<file path="src/rtl/switch_debounce.sv">
// Two-flop synchronizer plus per-bit stability counter for the slide switches.
// Produces the debounced level, rise/fall strobes and a latched change event with valid/ack.
module switch_debounce #(
  parameter int WIDTH           = 8,
  parameter int DEBOUNCE_CYCLES = 500000
) (
  input  logic             clk,
  input  logic             rst,
  input  logic [WIDTH-1:0] switch,
  output logic [WIDTH-1:0] sw_state,
  output logic [WIDTH-1:0] sw_rise,
  output logic [WIDTH-1:0] sw_fall,
  output logic             event_valid,
  output logic [WIDTH-1:0] event_mask,
  output logic [WIDTH-1:0] event_state,
  output logic             event_overrun,
  input  logic             event_ack
);

  localparam int              CW      = $clog2(DEBOUNCE_CYCLES);
  localparam logic [CW-1:0]   CNT_MAX = CW'(DEBOUNCE_CYCLES - 1);

  logic [WIDTH-1:0] sync1_reg;
  logic [WIDTH-1:0] sync2_reg;
  logic [WIDTH-1:0] chg;
  logic [WIDTH-1:0] state_next;

  always_ff @(posedge clk or posedge rst) begin
    if (rst) begin
      sync1_reg <= '0;
      sync2_reg <= '0;
    end else begin
      sync1_reg <= switch;
      sync2_reg <= sync1_reg;
    end
  end

  // Each bit restarts its count whenever the synchronized level matches the accepted one.
  genvar gi;
  generate
    for (gi = 0; gi < WIDTH; gi++) begin : g_bit
      logic [CW-1:0] cnt_reg;

      always_ff @(posedge clk or posedge rst) begin
        if (rst) begin
          cnt_reg <= '0;
        end else if (sync2_reg[gi] == sw_state[gi]) begin
          cnt_reg <= '0;
        end else if (cnt_reg == CNT_MAX) begin
          cnt_reg <= '0;
        end else begin
          cnt_reg <= cnt_reg + CW'(1);
        end
      end

      assign chg[gi] = (sync2_reg[gi] != sw_state[gi]) && (cnt_reg == CNT_MAX);
    end
  endgenerate

  assign state_next = sw_state ^ chg;

  always_ff @(posedge clk or posedge rst) begin
    if (rst) begin
      sw_state <= '0;
      sw_rise  <= '0;
      sw_fall  <= '0;
    end else begin
      sw_state <= state_next;
      sw_rise  <= chg & state_next;
      sw_fall  <= chg & ~state_next;
    end
  end

  logic             ev_valid_next;
  logic [WIDTH-1:0] ev_mask_next;
  logic [WIDTH-1:0] ev_state_next;
  logic             ev_overrun_next;

  // A new change wins over a simultaneous ack so no update is ever lost.
  always_comb begin
    ev_valid_next   = event_valid;
    ev_mask_next    = event_mask;
    ev_state_next   = event_state;
    ev_overrun_next = event_overrun;
    if ((!event_valid || event_ack) && (|chg)) begin
      ev_valid_next   = 1'b1;
      ev_mask_next    = chg;
      ev_state_next   = state_next;
      ev_overrun_next = 1'b0;
    end else if (event_ack) begin
      ev_valid_next   = 1'b0;
      ev_mask_next    = '0;
      ev_overrun_next = 1'b0;
    end else if (event_valid && (|chg)) begin
      ev_mask_next    = event_mask | chg;
      ev_state_next   = state_next;
      ev_overrun_next = event_overrun | (|(event_mask & chg));
    end
  end

  always_ff @(posedge clk or posedge rst) begin
    if (rst) begin
      event_valid   <= 1'b0;
      event_mask    <= '0;
      event_state   <= '0;
      event_overrun <= 1'b0;
    end else begin
      event_valid   <= ev_valid_next;
      event_mask    <= ev_mask_next;
      event_state   <= ev_state_next;
      event_overrun <= ev_overrun_next;
    end
  end

endmodule

</file>
<file path="config.mk">
export PLATFORM = sky130hd
export DESIGN_NAME = switch_debounce
export DESIGN_NICKNAME = d
export VERILOG_FILES = /design/src/rtl/switch_debounce.sv
export SDC_FILE = /design/constraint.sdc
export NUM_CORES = 1
export LEC_CHECK = 0
export CAP_MARGIN = 20
export CORE_MARGIN = 2
export CORE_UTILIZATION = 50
export CTS_BUF_LIST = sky130_fd_sc_hd__clkbuf_4 sky130_fd_sc_hd__clkbuf_8
export CTS_CLUSTER_SIZE = 40
export DETAILED_ROUTE_END_ITERATION = 10
export PLACE_DENSITY = 0.71
export SETUP_SLACK_MARGIN = 0.15
export SYNTH_ARGS = -nofsm -noshare
export SYNTH_HDL_FRONTEND = slang
export SYNTH_SLANG_ARGS = --single-unit
</file>
<file path="constraint.sdc">
create_clock -name clk -period 6.2 [get_ports clk]
set_clock_uncertainty 0.2 [all_clocks]
set_input_delay 0.62 -clock clk [delete_from_list [all_inputs] [get_ports clk]]
set_output_delay 0.62 -clock clk [all_outputs]
set_load 0.005 [all_outputs]
</file>
==> metrics.txt <==
Clock Tree Root clkbuf_8; # fillers 1542; clock sink total 210; Syn. warnings 0; FFs w/ async S/R, synth 100.0%; CTS tree built; commonest cells after routing, fill and taps aside 210 x dfrtp_1, 169 x nor2_1, 75 x nand2_1; total CTS buffers 37; Die Footprint roughly 0.020 mm2; placed cells 1176; post-synthesis sequential area ratio 55.96%; syn nets between 900 and 1000; GRT Total Usage between 10% and 20%; CP Max Fanout 9; Least-Margin Pin Slew around 0.96 ns; Layout area overhead 16.98%; share of the synthesized area in the top cell type 55.96%; cell internal pwr around 2200 uW; Critical Path End Type flop; cell count after synthesis roughly 900; clk buf depth 3; setup repair bufs after CTS 0; DRT Pass-1 Iters 4; clk slew on worst S/H paths ~0.060 ns; antenna cells 0; #FFs+latches synth 210; Finished Core Util between 50% and 60%; chip width 141.0 um; Yosys cell types 47; H-tree depth 2; Startpoint Class flop; Vias/cell 5.315; DP HPWL 12150 um; Clock power frac 47.8%; WL/cell roughly 15 um; Initial DRC Count 374; core area between 0.015 and 0.02 mm2; initial antenna violation count 1; critical path class reg -> reg; Post-synth top flop dfrtp_1; Hold Vio Cnt, Final 0; Nets 1000; FMAX between 300 and 400 MHz; Routed WL 18100 um; I/O Buffers 52; max cap viols 0; Non-Filler Instances approximately 1200; Period minus WS final about 3.2 ns; layout cells sized above 1 9.118%; Finish-stage setup viols 0; NetSw between 600 and 700 uW; Crit path required time 6.40 ns; Initial Util between 50% and 60%; GRT overflow 0; WP data arrival 3.38 ns; Ports 53; die height around 140 um; synthesized area per cell between 10 and 15 um2; RePlAce Congestion about 0.82; first-pass GRT wire length 31060 um; outcome finished clean; row count 50; Slew Viols, Final 0; Peak supply drop 147.0 uV; DR vias ~6600; Leak between 0.004 and 0.005 uW; post-cts sizing count 0; max reg flops around 150; Routed Antenna Nets 0; largest net degree at the start of global routing approximately 180; Synth area leader dfrtp_1; PD cells 258.7 mW/mm2; top cells by area, synth dfrtp_1 56%, nor2_1 6.8%, xor2_1 6.7%; hold_buf cts 0; sequential share of power between 40% and 50%; vias in the first global route 6482; combinational share of power ~2.7%; RSZ-0062 raised after global routing false; Setup TNS Final 0 ns; Net Sw Frac a little over a fifth; Max-slew headroom approximately a third; cell area after synthesis 0.009390 mm2; worst skew pair latency between 0.5 and 0.6 ns; most common cell after layout, fill and taps aside dfrtp_1; Post-synth EDFFs 0; min-delay worst type reg -> reg; drc violations 0; period utilization 51.24%
-- worst max-delay path, cell delays in order, from the launching register on --
cell,delay [ns]
dfrtp_1,0.40
ha_1,0.24
and4_1,0.23
nand3_1,0.12
nor2_1,0.08
a2111oi_0,0.87
nand4_2,0.48
mux2_4,0.43
-- cell usage after synthesis (14+ instances only) --
library cell	instances
nand2_1	75
and3_1	28
nand4_1	40
nand3_1	52
xnor2_1	61
or3_1	14
xor2_1	72
nor3b_1	19
nor2_1	169
dfrtp_1	210
inv_1	25
-- cell families (layout without fill, tap and decap cells) --
| group | after synthesis | in the layout | share of synthesized area, % |
|---|---|---|---|
| simple gates | 459 | 459 | 24.50 |
| mux | 13 | 13 | 1.639 |
| fa+ha+maj | 8 | 8 | 1.066 |
| buf+inv | 39 | 146 | 1.706 |
| flops | 210 | 210 | 55.96 |
| xor+xnor | 133 | 133 | 12.40 |
| compound gates | 40 | 40 | 2.718 |
-- per-stage QoR --
step                total power (uW)  hold WS (ns)  setup slack, ns  instance area [um2]
finish                          2841        0.1458            3.023                10980
global route                    2958        0.1537            2.795                10980
CTS                             2884        0.1482            3.028                10980
detailed placement              1508        0.1358            3.126                10170
global placement                1506        0.1322            3.213                10170
floorplan                       1480        0.1312            2.652                 9394
-- power groups by stage --
stage	sequential [uW]	combinational, uW	clock, uW
finish	1410	75.4	1360
global placement	1430	77.1	0
detailed placement	1430	78.2	0
global route	1410	88.6	1460
floorplan	1430	53.4	0
CTS	1410	78.9	1400
-- layout make-up --
cell class / count / area [um2] / area share [%]
Clock buffer: 61 / 758.2 / 6.903
Clock inverter: 6 / 57.56 / 0.5240
Inverter: 25 / 97.59 / 0.8885
Multi-Input combinational cell: 653 / 3975 / 36.19
Sequential cell: 210 / 5255 / 47.84
Tap cell: 234 / 292.8 / 2.665
Timing Repair Buffer: 54 / 548.0 / 4.989
-- routing by layer --
metal	routed length (um)	GRT usage, %	vias up
li1	-	-	3242
met1	8534	26.60	3221
met2	8313	29.78	107
met3	836	4.212	37
met4	419	7.053	0
met5	0	0	-
-- path summary, 6_finish.rpt --
path,startpoint,end,slack [ns],cells past startpoint
setup / recovery,g_bit[5].cnt_reg[0],event_state[6],3.02,7
hold / removal,sync1_reg[4],sync2_reg[4],0.15,0
setup reg to reg,g_bit[5].cnt_reg[0],event_state[6],3.02,7
hold reg to reg,sync1_reg[4],sync2_reg[4],0.15,0
max in group asynchronous,rst,g_bit[2].cnt_reg[9],4.17,3
min in group asynchronous,rst,event_state[1],0.30,2
Power figures use the tool's default switching activity.
